## src/rtl/exec_seq_if.sv

```systemverilog
// Fetch handshake and datapath-facing signals of the exec_seq sequencer.
// The perf counter signals exist only when EXEC_SEQ_PERF_EN is defined.
interface exec_seq_if;
    logic        ifu_req;
    logic [31:0] ifu_addr;
    logic        ifu_ack;
    logic [31:0] ifu_rdata;
    logic [31:0] inst;
    logic [31:0] pc;
    logic [31:0] next_pc;
    logic        idu_wen;
    logic        illegal;
    logic        gpr_wen;
    logic        busy;
    logic        halt;
    logic [1:0]  halt_code;
`ifdef EXEC_SEQ_PERF_EN
    logic [63:0] perf_cycle;
    logic [63:0] perf_instret;
`endif

    modport master (
        output ifu_req, ifu_addr, inst, pc, gpr_wen, busy, halt, halt_code,
`ifdef EXEC_SEQ_PERF_EN
        output perf_cycle, perf_instret,
`endif
        input  ifu_ack, ifu_rdata, next_pc, idu_wen, illegal
    );

    modport slave (
        input  ifu_req, ifu_addr, inst, pc, gpr_wen, busy, halt, halt_code,
`ifdef EXEC_SEQ_PERF_EN
        input  perf_cycle, perf_instret,
`endif
        output ifu_ack, ifu_rdata, next_pc, idu_wen, illegal
    );
endinterface

```

## src/rtl/exec_seq.sv

```systemverilog
// Multi-cycle BOOT/FETCH/EXEC/WB/HALT sequencer for the NPC datapath.
// Optional perf counters are compiled in with EXEC_SEQ_PERF_EN.
module exec_seq #(
    parameter logic [31:0] RESET_PC      = 32'h80000000,
    parameter int unsigned FETCH_TIMEOUT = 255,
    parameter logic [31:0] EBREAK_INST   = 32'h00100073
) (
    input  logic       clk,
    input  logic       rst,
    exec_seq_if.master bus
);
    localparam logic [31:0] NOP_INST     = 32'h00000013;
    localparam logic [7:0]  TIMEOUT_LAST = 8'(FETCH_TIMEOUT - 1);

    typedef enum logic [2:0] {
        S_BOOT,
        S_FETCH,
        S_EXEC,
        S_WB,
        S_HALT
    } state_t;

    state_t      r_state;
    state_t      w_next_state;
    logic [1:0]  r_halt_code;
    logic [1:0]  w_next_code;
    logic [31:0] r_pc;
    logic [31:0] r_inst;
    logic [7:0]  r_timeout;

    always_ff @(posedge clk or posedge rst) begin
        if (rst) begin
            r_state     <= S_BOOT;
            r_halt_code <= 2'd0;
        end else begin
            r_state     <= w_next_state;
            r_halt_code <= w_next_code;
        end
    end

    // An ack in the final allowed FETCH cycle takes priority over the timeout.
    always_comb begin
        w_next_state = r_state;
        w_next_code  = r_halt_code;
        case (r_state)
            S_BOOT:  w_next_state = S_FETCH;
            S_FETCH: begin
                if (bus.ifu_ack) begin
                    w_next_state = S_EXEC;
                end else if (r_timeout == TIMEOUT_LAST) begin
                    w_next_state = S_HALT;
                    w_next_code  = 2'd2;
                end
            end
            S_EXEC: begin
                if (r_inst == EBREAK_INST) begin
                    w_next_state = S_HALT;
                    w_next_code  = 2'd1;
                end else if (bus.illegal) begin
                    w_next_state = S_HALT;
                    w_next_code  = 2'd3;
                end else begin
                    w_next_state = S_WB;
                end
            end
            S_WB:    w_next_state = S_FETCH;
            S_HALT:  w_next_state = S_HALT;
            default: w_next_state = S_BOOT;
        endcase
    end

    always_ff @(posedge clk or posedge rst) begin
        if (rst) begin
            r_pc      <= RESET_PC;
            r_inst    <= NOP_INST;
            r_timeout <= 8'd0;
        end else begin
            case (r_state)
                S_FETCH: begin
                    if (bus.ifu_ack) begin
                        r_inst    <= bus.ifu_rdata;
                        r_timeout <= 8'd0;
                    end else begin
                        r_timeout <= r_timeout + 8'd1;
                    end
                end
                S_WB:    r_pc <= bus.next_pc;
                default: ;
            endcase
        end
    end

    assign bus.ifu_req   = (r_state == S_FETCH);
    assign bus.ifu_addr  = r_pc;
    assign bus.inst      = r_inst;
    assign bus.pc        = r_pc;
    assign bus.gpr_wen   = (r_state == S_WB) && bus.idu_wen;
    assign bus.busy      = (r_state != S_HALT);
    assign bus.halt      = (r_state == S_HALT);
    assign bus.halt_code = r_halt_code;

`ifdef EXEC_SEQ_PERF_EN
    logic [63:0] r_perf_cycle;
    logic [63:0] r_perf_instret;

    // Counters stop in BOOT and HALT, so they freeze once the core parks.
    always_ff @(posedge clk or posedge rst) begin
        if (rst) begin
            r_perf_cycle   <= 64'd0;
            r_perf_instret <= 64'd0;
        end else begin
            if (r_state != S_BOOT && r_state != S_HALT) begin
                r_perf_cycle <= r_perf_cycle + 64'd1;
            end
            if (r_state == S_WB) begin
                r_perf_instret <= r_perf_instret + 64'd1;
            end
        end
    end

    assign bus.perf_cycle   = r_perf_cycle;
    assign bus.perf_instret = r_perf_instret;
`endif
endmodule

```

## src/flat_wrapper.sv

```systemverilog
// flat-port wrapper written by rule: the top's interface ports become plain ports
module exec_seq_flat 
#(
    parameter logic [31:0] RESET_PC      = 32'h80000000,
    parameter int unsigned FETCH_TIMEOUT = 255,
    parameter logic [31:0] EBREAK_INST   = 32'h00100073
)
  (clk, rst, bus_ifu_req, bus_ifu_addr, bus_inst, bus_pc, bus_gpr_wen, bus_busy, bus_halt, bus_halt_code, bus_ifu_ack, bus_ifu_rdata, bus_next_pc, bus_idu_wen, bus_illegal);
  exec_seq_if bus_i ();
  input  logic clk;
  input  logic rst;
  output wire logic [$bits(bus_i.ifu_req)-1:0] bus_ifu_req;
  output wire logic [$bits(bus_i.ifu_addr)-1:0] bus_ifu_addr;
  output wire logic [$bits(bus_i.inst)-1:0] bus_inst;
  output wire logic [$bits(bus_i.pc)-1:0] bus_pc;
  output wire logic [$bits(bus_i.gpr_wen)-1:0] bus_gpr_wen;
  output wire logic [$bits(bus_i.busy)-1:0] bus_busy;
  output wire logic [$bits(bus_i.halt)-1:0] bus_halt;
  output wire logic [$bits(bus_i.halt_code)-1:0] bus_halt_code;
  input wire logic [$bits(bus_i.ifu_ack)-1:0] bus_ifu_ack;
  input wire logic [$bits(bus_i.ifu_rdata)-1:0] bus_ifu_rdata;
  input wire logic [$bits(bus_i.next_pc)-1:0] bus_next_pc;
  input wire logic [$bits(bus_i.idu_wen)-1:0] bus_idu_wen;
  input wire logic [$bits(bus_i.illegal)-1:0] bus_illegal;
  assign bus_ifu_req = bus_i.ifu_req;
  assign bus_ifu_addr = bus_i.ifu_addr;
  assign bus_inst = bus_i.inst;
  assign bus_pc = bus_i.pc;
  assign bus_gpr_wen = bus_i.gpr_wen;
  assign bus_busy = bus_i.busy;
  assign bus_halt = bus_i.halt;
  assign bus_halt_code = bus_i.halt_code;
  assign bus_i.ifu_ack = bus_ifu_ack;
  assign bus_i.ifu_rdata = bus_ifu_rdata;
  assign bus_i.next_pc = bus_next_pc;
  assign bus_i.idu_wen = bus_idu_wen;
  assign bus_i.illegal = bus_illegal;
  exec_seq #(.RESET_PC(RESET_PC), .FETCH_TIMEOUT(FETCH_TIMEOUT), .EBREAK_INST(EBREAK_INST)) u_core (.clk(clk), .rst(rst), .bus(bus_i));
endmodule
```

## config.mk

```make
export PLATFORM = sky130hd
export DESIGN_NAME = exec_seq_flat
export DESIGN_NICKNAME = d
export VERILOG_FILES = /design/src/rtl/exec_seq_if.sv /design/src/rtl/exec_seq.sv /design/src/flat_wrapper.sv
export SDC_FILE = /design/constraint.sdc
export NUM_CORES = 1
export LEC_CHECK = 0
export BUFFER_PORTS_ARGS = -buffer_cell sky130_fd_sc_hd__buf_2
export CORE_MARGIN = 1
export CORE_UTILIZATION = 40
export CTS_CLUSTER_DIAMETER = 100
export CTS_CLUSTER_SIZE = 14
export DETAILED_ROUTE_END_ITERATION = 12
export PLACE_DENSITY = 0.75
export SYNTH_ARGS = -nofsm -noshare
export SYNTH_HDL_FRONTEND = slang
export SYNTH_SLANG_ARGS = --single-unit
```

## constraint.sdc

```tcl
create_clock -name clk -period 6.3 [get_ports clk]
set_input_delay 1.26 -clock clk [delete_from_list [all_inputs] [get_ports clk]]
set_output_delay 1.26 -clock clk [all_outputs]
set_load 0.01 [all_outputs]
```

* Word level (Yosys, flattened, before mapping)
Index checks and enable logic that the tools add are counted.
Word-level totals: bits in read-only memories 0, word-level logic and storage cells 34, bits of input ports 69, RAM bits 0, output and inout port bits 102, register bits after elaboration 77, latch bits 0, memories kept 0
Operators by class: multipliers 0, reduce and logical (&&, ||, !) cells 6, shift operators 0, bitwise operators 0, add/subtract/negate cells 1, eq/ne operators 11, divide/modulo/power cells 0, magnitude comparators 0, multiplexer cells 11
Operators with widths (number):
- 32-bit by 21-bit equality test with 1-bit output (second input constant) | 1
- 3-bit two-way mux | 4
- 3-bit one-hot mux with 4 select lines | 1
- 8-bit by 1-bit adder with 8-bit output (second input constant) | 1
- 8-bit equality test (second input constant) | 1
- 2-bit two-way mux | 4
- 8-bit two-way mux | 1
- 3-bit by 2-bit equality test with 1-bit output (second input constant) | 2
- 2-bit one-hot mux with 2 select lines | 1
- 4-bit AND reduction | 1
- 3-bit by 1-bit equality test with 1-bit output (second input constant) | 1
- 3-bit equality test (second input constant) | 1
- 3-bit logical NOT | 1
- 3-bit by 1-bit inequality test with 1-bit output (second input constant) | 1
- 3-bit by 2-bit inequality test with 1-bit output (second input constant) | 1
- 3-bit inequality test (second input constant) | 1
- 2-bit by 1-bit inequality test with 1-bit output (second input constant) | 1
- 2-bit inequality test (second input constant) | 1
- 2-bit AND reduction | 1
- 2-bit nonzero test | 1
- 2-bit OR reduction | 1
- 1-bit logical AND | 1

* Longest topological paths before layout
Gate-level depths: netlist of run 1.
depth after elaboration 4, gate-level depth with buffers 8, depth with buffers taken out 6

* Least setup slack after synthesis of run 1
Ideal clock, no wire load.
kind input port to output port, start input bus_idu_wen, end output bus_gpr_wen, cell stages on the path 2, required time 5.040 ns, data arrival time 1.451 ns, setup slack 3.589 ns, path buffers 0, path through inv_1 nor2_1
Between the ends: longest elaborated chain between the ends 1
RTL lines:
- from (decl) | line flat_wrapper.sv:23 | input wire logic [$bits(bus_i.idu_wen)-1:0] bus_idu_wen;
- 1-bit logical AND | line exec_seq.sv:97 | assign bus.gpr_wen = (r_state == S_WB) && bus.idu_wen;
- to (decl) | line flat_wrapper.sv:16 | output wire logic [$bits(bus_i.gpr_wen)-1:0] bus_gpr_wen;
Every way passes these cells.

* Worst setup path in the final report of run 1
start register u_core.r_state[1], end output bus_ifu_req
Between the ends: longest elaborated chain between the ends 1
RTL lines:
- from (decl) | line exec_seq.sv:23 | state_t r_state;
- from (signal assigned) | line exec_seq.sv:36 | r_state <= w_next_state;
- 3-bit by 1-bit equality test with 1-bit output | line exec_seq.sv:93 | assign bus.ifu_req = (r_state == S_FETCH);
- to (decl) | line flat_wrapper.sv:12 | output wire logic [$bits(bus_i.ifu_req)-1:0] bus_ifu_req;
Every way passes these cells.

==> results of run 1 <==
cell usage after synthesis (4+ instances only):
library cell	number	share of area, %
nor4_1	4	0.70
nand3_1	6	0.85
mux2_4	27	11
nor2_1	6	0.63
nand2_1	7	0.74
inv_1	6	0.63
o21ai_0	10	1.4
buf_4	32	6.8
dfstp_2	4	3.0
a21oi_1	4	0.56
mux2_2	38	12
dfrtp_1	73	51
buf_12	4	2.3
power by group through the flow:
stage          Clock, mW  Combinational (mW)  Sequential, mW
2_1_floorplan          0              0.0382           0.526
3_3_place_gp           0              0.0743           0.521
3_5_place_dp           0              0.0760           0.522
4_1_cts            0.462              0.0762           0.512
5_1_grt            0.488              0.0834           0.514
6_report           0.450              0.0742           0.512
flip-flops by register name, summed over array words and instances, names as in the netlist:
register,flops
u_core.bus.ifu_addr,32
u_core.bus.inst,32
u_core.bus.halt_code,2
u_core.r_timeout,8
u_core.r_state,3
cells by family after synthesis:
group,synth area share (%)
flops,54.42
mux,23.48
buf+inv,10.86
simple gates,6.768
compound gates,3.279
xor+xnor,0.4936
fa+ha+maj,0.7049
layer usage:
metal	share of wire (%)	wire length, um	up-vias
li1	-	-	1145
met1	40	2914	1221
met2	53	3883	104
met3	6.9	505	2
met4	0.35	26	0
met5	0	0	-
worst paths after layout:
kind / to / start / slack, ps
max: bus_ifu_req / u_core.r_state[1] / 3420
min: u_core.r_timeout[6] / u_core.r_timeout[6] / 490
min in group asynchronous: u_core.bus.ifu_addr[2] / rst / 1200
min reg2reg: u_core.r_timeout[6] / u_core.r_timeout[6] / 490
max in group asynchronous: u_core.bus.halt_code[0] / rst / 4490
max reg2reg: u_core.bus.inst[25] / u_core.r_state[1] / 4060
stage by stage:
step / cell area (sq um) / power [mW] / cells / utilization (%) / setup slack, ps
finish: 4444 / 1.036 / 510 / 51.46 / 3421
global route: 4444 / 1.085 / 510 / 51.46 / 3343
CTS: 4444 / 1.050 / 510 / 51.46 / 3412
detailed placement: 4197 / 0.5976 / 494 / 48.59 / 3419
global placement: 4197 / 0.5949 / 494 / 48.59 / 3426
floorplan: 3550 / 0.5645 / 255 / - / 3080
final cells by class:
class / instances / share of cell area, %
Clock buffer: 9 / 2.787
Inverter: 7 / 0.7038
Multi-Input combinational cell: 130 / 27.73
Tap cell: 108 / 3.041
Sequential cell: 77 / 43.47
Timing Repair Buffer: 172 / 19.48
Clock inverter: 7 / 2.787
==> results.ini, run 1 <==
[min_path]
hold-path-cell-count = 1
hp-class = reg -> reg

[power_and_ir_drop]
pwr-share-comb_pct = 7.2
internal_power_mw = 0.8071
p_per_area_mw_per_mm2 = 233.1
ir_drop_mv = 0.1225
netSwitchingFraction_pct = 22.10
p_leak_nw = 2.323
switchingPower_mw = 0.2290
p_seq_share_pct = 49.4
clkPwrFrac_pct = 43.5

[clock_tree]
clk-insertion-delay-late_ps = 340
htreeDepth = 3
cts_tree = yes
postCtsSetupRepairBufs = 0
clk_pin_slew_ps = 90
cts_resized = 0
cts.sinks = 77
cts.path.max_buffers = 2
cts_hold_buf = 0
cts-buffers-inserted = 9
root_buffer = clkbuf_8

[global_route]
grt_max_degree = 78
grt_use_total_pct = 15.85
grt_pass1_wl_um = 11040
grtUsageMet1_pct = 18.67
overflow = 0
first_global_vias = 2298
antenna_found_initial = 0
grtUsageMet3_pct = 4.502
busiest_layer = met2
grtUsageMet2_pct = 28.01

[timing]
hold_slack_ps = 490.5
setup_viol = 0
max_clock_freq_mhz = 347.4
setup_tns_ps = 0
max-slew-margin-rel_pct = 37.76
period_minus_slack_ps = 2879
period_share_pct = 45.69
slew_violations = 0
tightestPinTransition_ps = 933.6
hold_viol_final = 0
finClkSkew_ps = 13.90
grt_setup_unrepaired = false

[outcome]
status = completed

[setup_path]
critical_path_class = reg -> out
path_buf_inv = 2
r2r_cells = 4
worstSetupPathDepth = 3
cp_cell_sequence = or3b_1 > inv_6 > buf_2
critPathLaunchType = register
required_ps = 5040
critical_path.top_delay_family = simple AND/OR/NAND/NOR gates
slowest_stage = or3b_1
crit_path_max_incr_delay_ps = 570
crit_arrival_ps = 1620
end_kind = output port
crit_fanout = 8

[layout]
regArea_sq_mm = 0.001932
nNetsFinal = 468
drive_above_1_share_pct = 64.93
final_common_cell = buf_2
fillers = 796
area_growth_pct = 25.20
mostFrequentLayoutCells = buf_2 (170), dfrtp_1 (73), mux2_2 (38), mux2_4 (27), o21ai_0 (10)
multi_input_area_sq_mm = 0.001232
antennaDiodeCount = 0

[route]
viasPerCell = 4.847
initialDrtViolationCount = 61
vias = 2472
drtPass1Iterations = 5
drc_errors = 0
ant_nets = 0
detail_route.wl_per_cell_um = 14.37
routed_wl_um = 7330

[logic_synthesis]
synth_async_sr_flop_share_pct = 100.0
yosysWarnings = 0
synth_edf_count = 0
synth_area_sq_mm = 0.003550
synth-seq-cells = 77
syn-num-nets = 326
synthFlopType = dfrtp_1
yosysUniqueCellTypes = 34
syn_inst = 255
synth-seq-area-share_pct = 54.42
synth_area_per_cell_sq_um = 13.92

[place]
post-dp-hpwl_um = 5399
gp_congestion = 0.7993
portBuffers = 170

[floorplanning]
pin_count = 171
dieWidth_um = 96.20
coreArea_sq_mm = 0.008636
core.rowCount = 34
die-area_sq_mm = 0.009254
die_y_um = 96.20
initial_core_util_pct = 41.10

[job]
cap_violations = 0

No activity file was read; power rests on OpenSTA's default activity.
==> inputs of run 2 (changes only) <==
Clock period 6.3 ns to 3 ns, I/O delays scaled along.
==> results.ini, run 2 (same netlist as run 1, synthesis figures left out) <==
[clock_tree]
root_buffer = clkbuf_8
cts_resized = 0
cts-buffers-inserted = 9
cts_tree = yes
cts.path.max_buffers = 2
cts_hold_buf = 0
postCtsSetupRepairBufs = 0
cts.sinks = 77
clk_pin_slew_ps = 100
clk-insertion-delay-late_ps = 350
htreeDepth = 3

[power_and_ir_drop]
p_per_area_mw_per_mm2 = 464.3
p_total_mw = 2.049
p_leak_nw = 2.302
ir_drop_mv = 0.2651

[setup_path]
crit_arrival_ps = 1620
critical_path_class = reg -> out
critPathLaunchType = register
path_buf_inv = 2
required_ps = 2400
cp_cell_sequence = or3b_1 > inv_6 > buf_2
critical_path.top_delay_family = simple AND/OR/NAND/NOR gates
worstReg2RegStart = u_core.r_state[1]
r2r_slack_ps = 790
worstReg2RegEnd = u_core.bus.inst[25]
end_kind = output port
crit_fanout = 8
slowest_stage = or3b_1
r2r_cells = 4
crit_path_max_incr_delay_ps = 560

[global_route]
grt_max_degree = 42
grtUsageMet3_pct = 5.134
first_global_vias = 2252
antenna_found_initial = 0
grtUsageMet1_pct = 19.93
overflow = 0
busiest_layer = met2
grtUsageMet2_pct = 26.12
grt_pass1_wl_um = 10980
grt_use_total_pct = 15.97

[place]
dp_slack_ps = 814.4
portBuffers = 170
gp_congestion = 0.8180
post-dp-hpwl_um = 5615

[timing]
period_minus_slack_ps = 2216
period_share_pct = 73.85
setup_viol = 0
max-slew-margin-rel_pct = 39.62
finClkSkew_ps = 7.911
grt_setup_unrepaired = false
tightestPinTransition_ps = 893.2
final.setup.worst_slack_ps = 784.4
hold_viol_final = 0
slew_violations = 0
setup_tns_ps = 0
max_clock_freq_mhz = 451.3

[route]
routed_wl_um = 7521
drtPass1Iterations = 4
drc_errors = 0
initialDrtViolationCount = 60
ant_nets = 0
detail_route.wl_per_cell_um = 14.75
viasPerCell = 4.867
vias = 2482

[layout]
antennaDiodeCount = 0
mostFrequentLayoutCells = buf_2 (170), dfrtp_1 (73), mux2_2 (38), mux2_4 (27), o21ai_0 (10)
final_common_cell = buf_2
nNetsFinal = 468
area_growth_pct = 24.36
drive_above_1_share_pct = 64.93

[floorplanning]
pin_count = 171
coreArea_sq_mm = 0.008636
core.rowCount = 34
dieWidth_um = 96.20
die-area_sq_mm = 0.009254
die_y_um = 96.20
initial_core_util_pct = 41.10

[job]
cap_violations = 0

[min_path]
hp-class = in -> async

[outcome]
status = completed

==> run 2: cell types whose count changed in the layout (fill, tap and decap cells not counted), sizes merged <==
cell,before,now
clkinvlp,1,3
bufinv,3,1
clkinv,3,0
inv,7,10
==> run 2: area by class of cell <==
type	instances	area, sq um
Clock inverter	7	81.33
Timing Repair Buffer	172	878.3
Tap cell	108	135.1
Fill cell	790	4222
Sequential cell	77	1932
Inverter	7	31.28
Clock buffer	9	123.9
Multi-Input combinational cell	130	1232
==> run 2: worst max path at each step <==
stage	startpoint	end	slack, ps	cells after the start
2_1_floorplan	rst	u_core.bus.halt_code[0]	440	1
3_3_place_gp	u_core.r_state[1]	u_core.bus.inst[25]	880	4
3_5_place_dp	u_core.r_state[1]	u_core.bus.inst[25]	810	4
4_1_cts	u_core.r_state[1]	bus_ifu_req	770	3
5_1_grt	u_core.r_state[1]	u_core.bus.inst[25]	710	4
6_report	u_core.r_state[1]	bus_ifu_req	780	3
==> run 2: worst register-to-register path: stages (launching register included) <==
cell     delay, ps
dfrtp_1        450
or3b_1         560
inv_6          110
and2_4         540
mux2_2         440
==> run 2: layer usage <==
| layer | wire, um | vias to the layer above | share of wire [%] |
|---|---|---|---|
| met5 | 0 | - | 0 |
| met4 | 90 | 0 | 1.2 |
| met3 | 502 | 8 | 6.7 |
| met2 | 3729 | 93 | 50 |
| met1 | 3198 | 1236 | 43 |
| li1 | - | 1145 | - |
==> run 2: stage by stage <==
step | hold slack, ps | utilization (%) | cell area [sq um] | std cells
final | 375.0 | 51.12 | 4414 | 510
after global routing | 433.6 | 51.12 | 4414 | 510
after CTS | 391.4 | 51.12 | 4414 | 510
after detailed placement | 476.2 | 48.74 | 4209 | 494
after global placement | 477.3 | 48.74 | 4209 | 494
after floorplan | 443.6 | - | 3550 | 255
==> run 2: where the power goes <==
part	internal [mW]	leakage, nW	switching (mW)
combinational	0.0801	1.25	0.0780
sequential	1.06	0.958	0.0144
clock	0.396	0.0944	0.421
==> inputs of run 3 (changes only) <==
Settings changed: ABC_AREA set to 1, PLACE_DENSITY 0.75 to 0.78.
Clock period 3 ns to 1.9 ns, I/O delays scaled along.
==> results.ini, run 3 <==
[outcome]
status = completed

[layout]
fillers = 814
design_area_sq_mm = 0.004492
area_growth_pct = 26.19
drive_above_1_share_pct = 46.94
antennaDiodeCount = 0
fin_util_pct = 51.76
mostFrequentLayoutCells = buf_2 (170), nand2_1 (84), dfrtp_1 (73), inv_1 (44), mux2_2 (32)
final_common_cell = buf_2
nNetsFinal = 573

[setup_path]
critPathLaunchType = register
crit_fanout = 4
critical_path.top_delay_family = flip-flops
cp_cell_sequence = nor2_1 > inv_1 > nor2_1 > inv_1 > buf_2
critical_path_class = reg -> out
end_kind = output port
slowest_stage = dfrtp_1
required_ps = 1520
path_buf_inv = 3
crit_path_max_incr_delay_ps = 440
crit_arrival_ps = 1350

[logic_synthesis]
yosysWarnings = 0
yosysUniqueCellTypes = 26
synth-seq-area-share_pct = 54.27
synth.area.top_cells = dfrtp_1 (51%), mux2_2 (10%), nand2_1 (8.9%)
synthTopCellsByCount = nand2_1 (84), dfrtp_1 (73), inv_1 (45), buf_4 (33), mux2_2 (32)
synth-seq-cells = 77
synth_area_per_cell_sq_um = 9.943
post-synth-top-area-cell = dfrtp_1
syn_inst = 358
synth_async_sr_flop_share_pct = 100.0
yosys.area.top_type_share_pct = 51.32
syn-num-nets = 429
synth_area_sq_mm = 0.003560
synthFlopType = dfrtp_1
synth_most_common_cell = nand2_1
synth_edf_count = 0

[clock_tree]
cts.sinks = 77
clk_pin_slew_ps = 80
htreeDepth = 3
cts.path.max_buffers = 2
clk-insertion-delay-late_ps = 340
root_buffer = clkbuf_8
cts_tree = yes
cts-buffers-inserted = 9
postCtsSetupRepairBufs = 0

[timing]
hold_viol_final = 0
grt_setup_unrepaired = false
max-slew-margin-rel_pct = 66.10
slew_violations = 0
finClkSkew_ps = 7.388
period_share_pct = 90.99
max_clock_freq_mhz = 578.4
period_minus_slack_ps = 1729
setup_viol = 0
setup_tns_ps = 0
tightestPinTransition_ps = 507.5

[route]
drtPass1Iterations = 4
routed_wl_um = 7775
viasPerCell = 4.551
detail_route.wl_per_cell_um = 12.64
vias = 2799
initialDrtViolationCount = 68
ant_nets = 0
drc_errors = 0

[global_route]
grt_pass1_wl_um = 12010
grtUsageMet2_pct = 30.02
first_global_vias = 2583
grt_max_degree = 59
grt_use_total_pct = 17.19
grtUsageMet1_pct = 19.38
antenna_found_initial = 0
grtUsageMet3_pct = 7.346
busiest_layer = met2
overflow = 0

[floorplanning]
pin_count = 171
die-area_sq_mm = 0.009280
core.rowCount = 34
initial_core_util_pct = 41.02
dieWidth_um = 96.34
coreArea_sq_mm = 0.008678
die_y_um = 96.34

[power_and_ir_drop]
p_leak_nw = 2.382
p_per_area_mw_per_mm2 = 1678
p_total_mw = 7.537
ir_drop_mv = 0.6806

[place]
dpl-instance-area_sq_mm = 0.004295
post-dp-hpwl_um = 5981
gp_congestion = 0.7547
portBuffers = 170

[job]
cap_violations = 0

[min_path]
hp-class = in -> async

==> run 3: cell count changes after synthesis, moves of 6 or more <==
cell | previous run | this run
inv_1 | 6 | 45
o21ai_0 | 10 | 28
mux2_2 | 38 | 32
nor2_1 | 6 | 21
mux2_4 | 27 | 0
nand2_1 | 7 | 84
==> run 3: layer usage <==
metal,part of all wire [%],wire length (um)
met3,11,885
met5,0,0
met2,47,3682
met4,0.71,55
met1,41,3151
==> run 3: worst reg2reg max path: stages, from the launching register on <==
cell and delay (ps):
dfstp_2 550, nand2_1 60, nor2_1 100, nand2_1 60
nor2_1 130, nand2_1 80, nand2_1 130, nand3_1 100
nand2_1 80, nand2_1 50
==> run 3: logic make-up (layout without fill, tap and decap cells) <==
| logic type | count (synthesis) | after routing | synth area share, % |
|---|---|---|---|
| AO/OA/AOI/OAI | 41 | 41 | 6.362 |
| multiplexers | 32 | 32 | 10.12 |
| AND/OR/NAND/NOR | 118 | 118 | 14.09 |
| flip-flops | 77 | 77 | 54.27 |
| buffers and inverters | 88 | 237 | 14.45 |
| adder cells (fa/ha/maj) | 2 | 2 | 0.7029 |
==> run 3: final timing paths <==
| kind | slack (ps) | cells after the start | to | start |
|---|---|---|---|---|
| setup / recovery | 170 | 5 | bus_busy | u_core.r_state[1] |
| hold / removal | 70 | 2 | u_core.bus.ifu_addr[0] | rst |
| setup reg to reg | 450 | 9 | u_core.bus.halt_code[1] | u_core.bus.inst[1] |
| hold reg to reg | 470 | 2 | u_core.bus.inst[1] | u_core.bus.inst[1] |
| max in group asynchronous | 1260 | 3 | u_core.bus.inst[4] | rst |
| min in group clk | 240 | 3 | u_core.bus.inst[1] | bus_ifu_rdata[1] |
==> run 3: area by class of cell <==
| class | instances | area, sq um | area share, % |
|---|---|---|---|
| clock buffers | 10 | 127.6 | 2.841 |
| clock inverters | 6 | 63.81 | 1.421 |
| inverters | 46 | 176.4 | 3.928 |
| multi-input cells | 193 | 1119 | 24.90 |
| flip-flops and latches | 77 | 1932 | 43.01 |
| well taps | 108 | 135.1 | 3.008 |
| repair buffers | 175 | 938.4 | 20.89 |
==> run 3: where the power goes <==
part	leakage, nW	switching [mW]	total [mW]	internal [mW]
sequential	0.931	0.496	2.94	2.44
clock	0.0923	0.586	1.19	0.605
combinational	1.36	1.90	3.41	1.51
==> run 3: through the flow <==
step / hold WS [ps] / worst slack, ps / instances
after floorplan: 433.0 / 514.0 / 358
after global placement: 434.6 / 481.5 / 599
after detailed placement: 440.9 / 441.0 / 599
after CTS: 67.54 / 95.17 / 615
after global routing: 68.45 / 42.67 / 615
final: 67.30 / 171.1 / 615
==> run 3: what timing repair did <==
| item | 4_1_cts | 5_1_grt |
|---|---|---|
| endpoints found under the setup margin | 0 | 1 |
| gates resized for setup | 0 | 1 |
| hold buffers | 0 | 0 |
